## src/rtl/tpu_tile_sequencer_64x64.sv

```systemverilog
// tpu_tile_sequencer_64x64: runs one matmul tile through bank swap, weight load, activation stream, drain
module tpu_tile_sequencer_64x64 #(
  parameter int ARRAY_SIZE = 64,
  parameter int MAX_K = 4096,
  parameter int DRAIN_CYCLES = 127,
  parameter int ID_W = 8,
  localparam int KW = $clog2(MAX_K)
) (
  input  logic            clk,
  input  logic            rst_n,
  input  logic            cmd_valid,
  output logic            cmd_ready,
  input  logic [KW-1:0]   cmd_k,
  input  logic [ID_W-1:0] cmd_id,
  input  logic            wgt_fill_done,
  input  logic            act_fill_done,
  output logic            wgt_shadow_empty,
  output logic            act_shadow_empty,
  output logic            swap_weight_banks,
  output logic            swap_act_banks,
  output logic            wgt_rd_en,
  output logic [KW-1:0]   wgt_rd_row,
  output logic            act_stream_start,
  output logic [KW-1:0]   act_stream_count,
  input  logic            act_stream_done,
  output logic            tile_done,
  output logic [ID_W-1:0] tile_done_id,
  output logic            tile_err,
  output logic            busy,
  output logic [31:0]     fill_overflow_cnt,
  output logic [31:0]     stall_cycles,
  output logic [31:0]     tile_count
);
  localparam int DW = $clog2(DRAIN_CYCLES) + 1;
  typedef enum logic [2:0] {IDLE, WAIT_BUF, SWAP, WGT_LOAD, ACT_START, ACT_WAIT, DRAIN, DONE} state_t;
  state_t state, state_nx;
  logic [KW-1:0] k_q, row;
  logic [ID_W-1:0] id_q;
  logic err_q, wgt_sv, act_sv, wgt_ovf, act_ovf;
  logic [DW-1:0] drain;
  always_ff @(posedge clk or negedge rst_n)
    if (!rst_n) state <= IDLE;
    else state <= state_nx;
  always_comb begin
    state_nx = state;
    case (state)
      IDLE:      if (cmd_valid) state_nx = cmd_k == '0 ? DONE : WAIT_BUF;
      WAIT_BUF:  if ((wgt_sv | wgt_fill_done) & (act_sv | act_fill_done)) state_nx = SWAP;
      SWAP:      state_nx = WGT_LOAD;
      WGT_LOAD:  if (row == KW'(ARRAY_SIZE - 1)) state_nx = ACT_START;
      ACT_START: state_nx = ACT_WAIT;
      ACT_WAIT:  if (act_stream_done) state_nx = DRAIN;
      DRAIN:     if (drain == '0) state_nx = DONE;
      default:   state_nx = IDLE;
    endcase
  end
  always_comb begin
    cmd_ready = state == IDLE;
    busy = state != IDLE;
    swap_weight_banks = state == SWAP;
    swap_act_banks = state == SWAP;
    wgt_rd_en = state == WGT_LOAD;
    wgt_rd_row = state == WGT_LOAD ? row : '0;
    act_stream_start = state == ACT_START;
    act_stream_count = state == ACT_START ? k_q : '0;
    tile_done = state == DONE;
    tile_done_id = state == DONE ? id_q : '0;
    tile_err = state == DONE && err_q;
    wgt_shadow_empty = !wgt_sv;
    act_shadow_empty = !act_sv;
    wgt_ovf = wgt_fill_done && (wgt_sv || state == SWAP);
    act_ovf = act_fill_done && (act_sv || state == SWAP);
  end
  always_ff @(posedge clk or negedge rst_n)
    if (!rst_n) begin
      k_q <= '0;
      id_q <= '0;
      err_q <= 1'b0;
      row <= '0;
      drain <= '0;
      wgt_sv <= 1'b0;
      act_sv <= 1'b0;
      fill_overflow_cnt <= '0;
      stall_cycles <= '0;
      tile_count <= '0;
    end else begin
      if (cmd_valid && cmd_ready) begin
        k_q <= cmd_k;
        id_q <= cmd_id;
        err_q <= cmd_k == '0;
      end
      row <= state == WGT_LOAD ? row + 1'b1 : '0;
      drain <= state == DRAIN ? drain - 1'b1 : DW'(DRAIN_CYCLES - 1);
      wgt_sv <= state == SWAP ? 1'b0 : wgt_sv | wgt_fill_done;
      act_sv <= state == SWAP ? 1'b0 : act_sv | act_fill_done;
      fill_overflow_cnt <= fill_overflow_cnt + 32'(wgt_ovf) + 32'(act_ovf);
      stall_cycles <= stall_cycles + 32'(state == WAIT_BUF);
      tile_count <= tile_count + 32'(state == DONE);
    end
endmodule
```

## config.mk

```make
export PLATFORM = sky130hd
export DESIGN_NAME = tpu_tile_sequencer_64x64
export DESIGN_NICKNAME = d
export VERILOG_FILES = /design/src/rtl/tpu_tile_sequencer_64x64.sv
export SDC_FILE = /design/constraint.sdc
export NUM_CORES = 1
export LEC_CHECK = 0
export BUFFER_PORTS_ARGS = -buffer_cell sky130_fd_sc_hd__buf_2
export CAP_MARGIN = 40
export CORE_ASPECT_RATIO = 0.9
export CORE_MARGIN = 3
export CORE_UTILIZATION = 45
export DETAILED_ROUTE_END_ITERATION = 8
export PLACE_DENSITY = 0.81
export SYNTH_ARGS = -nofsm -noshare
export SYNTH_HDL_FRONTEND = slang
export SYNTH_SLANG_ARGS = --single-unit
```

## constraint.sdc

```tcl
create_clock -name clk -period 2.8 [get_ports clk]
set_input_delay 0.14 -clock clk [delete_from_list [all_inputs] [get_ports clk]]
set_output_delay 0.14 -clock clk [all_outputs]
set_load 0.01 [all_outputs]
```

# Yosys cells after proc, flatten, opt, wreduce, memory -nomap -nowiden
# Cells that the tools add are included.
[word_totals] register_bits=142 latch_bits=0 mem_bits_rw=0 rom_bits=0 in_bits=26 out_inout_bits=138 wordCells=60 n_memories=0
[op_classes] add_sub_neg=6 n_mul=0 div_mod_pow=0 order_cmp=0 eq_ne=13 shift=0 muxes=14 n_bitwise=3 n_reduce_logical=13
[ops] cell="$add A32 B1 Y32" n=4
[ops] cell="$mux W12" n=3
[ops] cell="$pmux W3 S7" n=1
[ops] cell="$mux W3" n=6
[ops] cell="$mux W8" n=2
[ops] cell="$add A12 B1 Y12 const B" n=1
[ops] cell="$eq A12 B6 Y1 const B" n=1
[ops] cell="$eq A3 B3 Y1 const B" n=4
[ops] cell="$logic_not A12 Y1" n=1
[ops] cell="$logic_not A8 Y1" n=1
[ops] cell="$ne A2 B2 Y1 const B" n=4
[ops] cell="$sub A8 B1 Y8 const B" n=1
[ops] cell="$eq A3 B2 Y1 const B" n=2
[ops] cell="$reduce_and A5 Y1" n=1
[ops] cell="$logic_and A1 B1 Y1" n=4
[ops] cell="$eq A3 B1 Y1 const B" n=1
[ops] cell="$logic_not A3 Y1" n=1
[ops] cell="$reduce_bool A3 Y1" n=1
[ops] cell="$logic_not A1 Y1" n=2
[ops] cell="$logic_or A1 B1 Y1" n=2
[ops] cell="$mux W1" n=2
[ops] cell="$ne A2 B1 Y1 const B" n=1
[ops] cell="$or A1 B1 Y1" n=2
[ops] cell="$and A1 B1 Y1" n=1

# Depth between registers and ports, before layout
[depth] depth_word=5 depth_mapped=11 mapped_depth_nobuf=10

# Least setup slack after synthesis
# No wires, ideal clock.
[synth_timing] path_kind="register to register" startpoint="register state[1]" endpoint="register fill_overflow_cnt[26]" setup_ns=0.126 t_arrival_ns=3.070 t_required_ns=2.674 setup_slack_ns=-0.396 path_stages_with_launch=12 path_buffers=1 synth_period_minus_slack_ns=3.196 path_cell_list="dfrtp_1 clkbuf_1 nor2b_1 nor2b_1 o21ai_0 fa_1 inv_1 ha_1 inv_1 nor4_2 nand4_1 xnor2_1"
[synth_between] elab_chain_cells=5 elab_cells_between_ends=7 cone_classes="2 x add/sub; 1 x eq/ne; 4 x reduce/logical"
[synth_lines] item="start, declared" line_no="36" source="state_t state, state_nx;"
[synth_lines] item="start signal, assigned" line_no="43" source="else state <= state_nx;"
[synth_lines] item="$eq A3 B2 Y1 (*)"
[synth_lines] item="net swap_act_banks" line_no="20" source="output logic swap_act_banks,"
[synth_lines] item="$logic_or A1 B1 Y1" line_no="71" source="wgt_ovf = wgt_fill_done && (wgt_sv || state == SWAP);"
[synth_lines] item="$logic_and A1 B1 Y1" line_no="71"
[synth_lines] item="$add A32 B1 Y32" line_no="96" source="fill_overflow_cnt <= fill_overflow_cnt + 32'(wgt_ovf) + 32'(act_ovf);"
[synth_lines] item="$add A32 B1 Y32 (*)" line_no="96"
[synth_lines] item="end signal, assigned" line_no="96"
[synth_lines] item="end, declared" line_no="30" source="output logic [31:0] fill_overflow_cnt,"
# Mark *: on every way through the listed nets, which the timed path passes. The rest lies on a longest branch.
# A chain may end at the register's enable or synchronous reset.

# Final worst setup path
[layout_timing] startpoint="register state[2]" endpoint="register tile_count[30]"
[layout_between] elab_chain_cells=2
[layout_lines] item="$eq A3 B3 Y1" line_no="98" source="tile_count <= tile_count + 32'(state == DONE);"
[layout_lines] item="$add A32 B1 Y32" line_no="98"
[layout_lines] item="end signal, assigned" line_no="98"
[layout_lines] item="end, declared" line_no="32" source="output logic [31:0] tile_count"
# No other way between the ends.

==> impl_metrics.py <==
metrics = {
    "floorplanning": {
        "io_pins": 164,
        "initial_core_util": 0.463,
        "die_x_um": 133,
        "die_height_um": 120,
        "die_area_um2": 16000,
        "core_area_um2": 14100,
        "rows": 41,
    },
    "global_route": {
        "grt_usage": 0.190,
        "antenna_found_initial": 0,
        "grt_max_degree": 89,
        "grt_pass1_vias": 4973,
        "grt_overflow_total": 0,
        "grt_pass1_wl_um": 24700,
    },
    "placement": {
        "io_buffers": 163,
        "hpwl_um": 10200,
        "post-place-ws_ps": 169,
        "place_congestion": 0.813,
    },
    "setup_path": {
        "worstReg2RegStart": "state[2]",
        "cp_max_fo": 7,
        "crit_arrival_ps": 2940,
        "critical_path.startpoint": "state[2]",
        "crit_path_start_kind": "flop",
        "end_kind": "flop",
        "required_ps": 3140,
        "crit_type": "flop to flop",
    },
    "logic_synthesis": {
        "ys_warn_count": 0,
        "yosys_most_used_dff": "dfrtp_1",
        "async_reset_ff_frac": 1.00,
        "netlist_area_um2": 6530,
        "synth_area_per_cell_um2": 11.0,
        "synth_seq_area_share": 0.544,
        "synthCells": 591,
        "synth_cell_type_count": 40,
        "yosys_register_bits": 142,
        "synth_fp_nets": 626,
        "synth_edf_count": 0,
    },
    "drt": {
        "routed_via_density": 5.12,
        "firstDrtPassIters": 4,
        "routed_wl_um": 14800,
        "drc_errors": 0,
        "num_vias": 5123,
        "drtIter0Drc": 209,
        "detail-route-antenna-nets": 0,
        "wire_per_inst_um": 14.8,
    },
    "flow_run": {
        "cap_violations": 0,
    },
    "cells_and_area": {
        "drive_gt1_frac": 0.297,
        "insertedDiodeCount": 0,
        "syn_to_final_growth_pct": 30.4,
        "final_common_cell": "buf_2",
        "register_area_um2": 3550,
        "n_fill_cell": 1178,
        "final_cell_mix": "buf_2 (162), dfrtp_1 (142), xnor2_1 (78)",
        "multi_input_area_um2": 2860,
        "nets": 830,
    },
    "timing": {
        "drv_slew": 0,
        "fin_ws_ps": 197,
        "relSlewSlack": 0.508,
        "fin_crit_ps": 2600,
        "setup_viol_count_final": 0,
        "fmax_mhz": 384,
        "worst_pin_slew_ps": 735,
        "setup_tns_ps": 0,
        "fin_skew_ps": 8.89,
        "final.period_utilization": 0.929,
        "hold_violations": 0,
        "rsz0062_at_grt": "no",
    },
    "pwr": {
        "power_density_nw_per_um2": 659,
        "power.leakage_nw": 4.29,
        "peakVddDrop_mv": 0.465,
        "power_w": 0.00561,
    },
    "clock_tree": {
        "numCtsBuffers": 17,
        "worstSkewPairLatency_ps": 420,
        "cts_tree": "done",
        "root_buffer": "clkbuf_16",
        "cts_buffer_depth": 2,
        "post_cts_buffers": 0,
        "cts_sinks": 142,
        "clkTransAtPathRegs_ps": 60,
        "htree_num_levels": 4,
    },
    "run_status": {
        "outcome": "completed",
    },
    "worst_hold_path": {
        "hp-class": "primary input to async pin",
    },
}
[state kept, by name, summed over array words and instances, names as in the netlist]
signal	cells
k_q	12
tile_count	32
id_q	8
row	12
act_sv	1
err_q	1
stall_cycles	32
fill_overflow_cnt	32
wgt_sv	1
drain	8
state	3
[worst paths after layout]
check | slack (ps) | depth (start not counted) | end
worst max-delay path | 200 | 8 | tile_count[30]
worst min-delay path | 100 | 2 | stall_cycles[24]
worst max register to register | 200 | 8 | tile_count[30]
worst min register to register | 460 | 1 | drain[0]
max in group asynchronous | 2040 | 3 | k_q[1]
min in group clk | 260 | 5 | state[1]
[through the flow]
stage	utilization	std cells	instance area, um^2	hold WS [ps]
floorplan	-	591	6540	-156
global placement	0.543	945	7660	297
detailed placement	0.545	946	7680	-41.5
CTS	0.603	1000	8510	102
global route	0.604	1000	8520	103
finish	0.604	1000	8520	101
[area by class of cell]
cell class,count,share of cell area
tap,193,0.0283
multi-input combinational,414,0.336
clock buffer,18,0.0504
timing repair buffer,200,0.140
inverter,20,0.00881
clock inverter,13,0.0194
sequential,142,0.417
[critical path, cell delays in order, from the launching register on]
cell and delay (ps):
dfrtp_1 470, inv_1 160, nor2_1 230, ha_1 270, ha_2 260, nand2_1 110, or4_4 570, nor4_2 290
xor2_1 160
[routing by layer]
layer	share of wire	track usage	up-vias
li1	-	-	2452
met1	0.45	0.261	2494
met2	0.47	0.294	146
met3	0.053	0.0437	31
met4	0.023	0.0734	0
met5	0	0	-
[logic make-up (layout without fill, tap and decap cells)]
| family | count (synthesis) | in the layout | share of synthesized area |
|---|---|---|---|
| xor+xnor | 104 | 104 | 0.139 |
| flops | 142 | 142 | 0.544 |
| fa+ha+maj | 9 | 9 | 0.0184 |
| compound gates | 16 | 16 | 0.0161 |
| buf+inv | 35 | 251 | 0.0215 |
| simple gates | 264 | 264 | 0.224 |
| mux | 21 | 21 | 0.0360 |
[cells in the mapped netlist, types with 2 or more instances]
master	instances	area, um^2
dfrtp_1	142	3550
nor4_2	5	62.6
a21oi_1	2	10.0
nand4_1	46	288
a41oi_1	2	17.5
xor2_1	26	228
o21bai_1	3	22.5
nand3_1	37	185
nand2_1	37	139
and3_1	13	81.3
inv_1	20	75.1
o21ai_0	5	25.0
nor4_1	13	81.3
clkbuf_1	9	33.8
and2_1	37	231
ha_1	8	100
mux2_2	20	225
nor2_1	41	154
nand2b_1	3	18.8
or4_4	2	22.5
nor2b_1	4	25.0
nor3b_1	3	22.5
and4_1	3	26.3
buf_2	4	20.0
nor3_1	14	70.1
xnor2_1	78	683
[power by group]
part / internal [W] / switching (W) / total, W / leakage [nW]
clock network: 0.00140 / 0.000873 / 0.00227 / 0.279
registers: 0.00226 / 0.000180 / 0.00244 / 1.90
logic: 0.000413 / 0.000488 / 0.000901 / 2.11
total: 0.00407 / 0.00154 / 0.00561 / 4.29
[repair_timing]
item	in CTS	in global routing
gates resized for setup	0	3
hold buffers	23	0
endpoints found under the hold margin	164	0
setup endpoints to repair	0	14
Note: power is estimated with default switching activity, not from simulation.
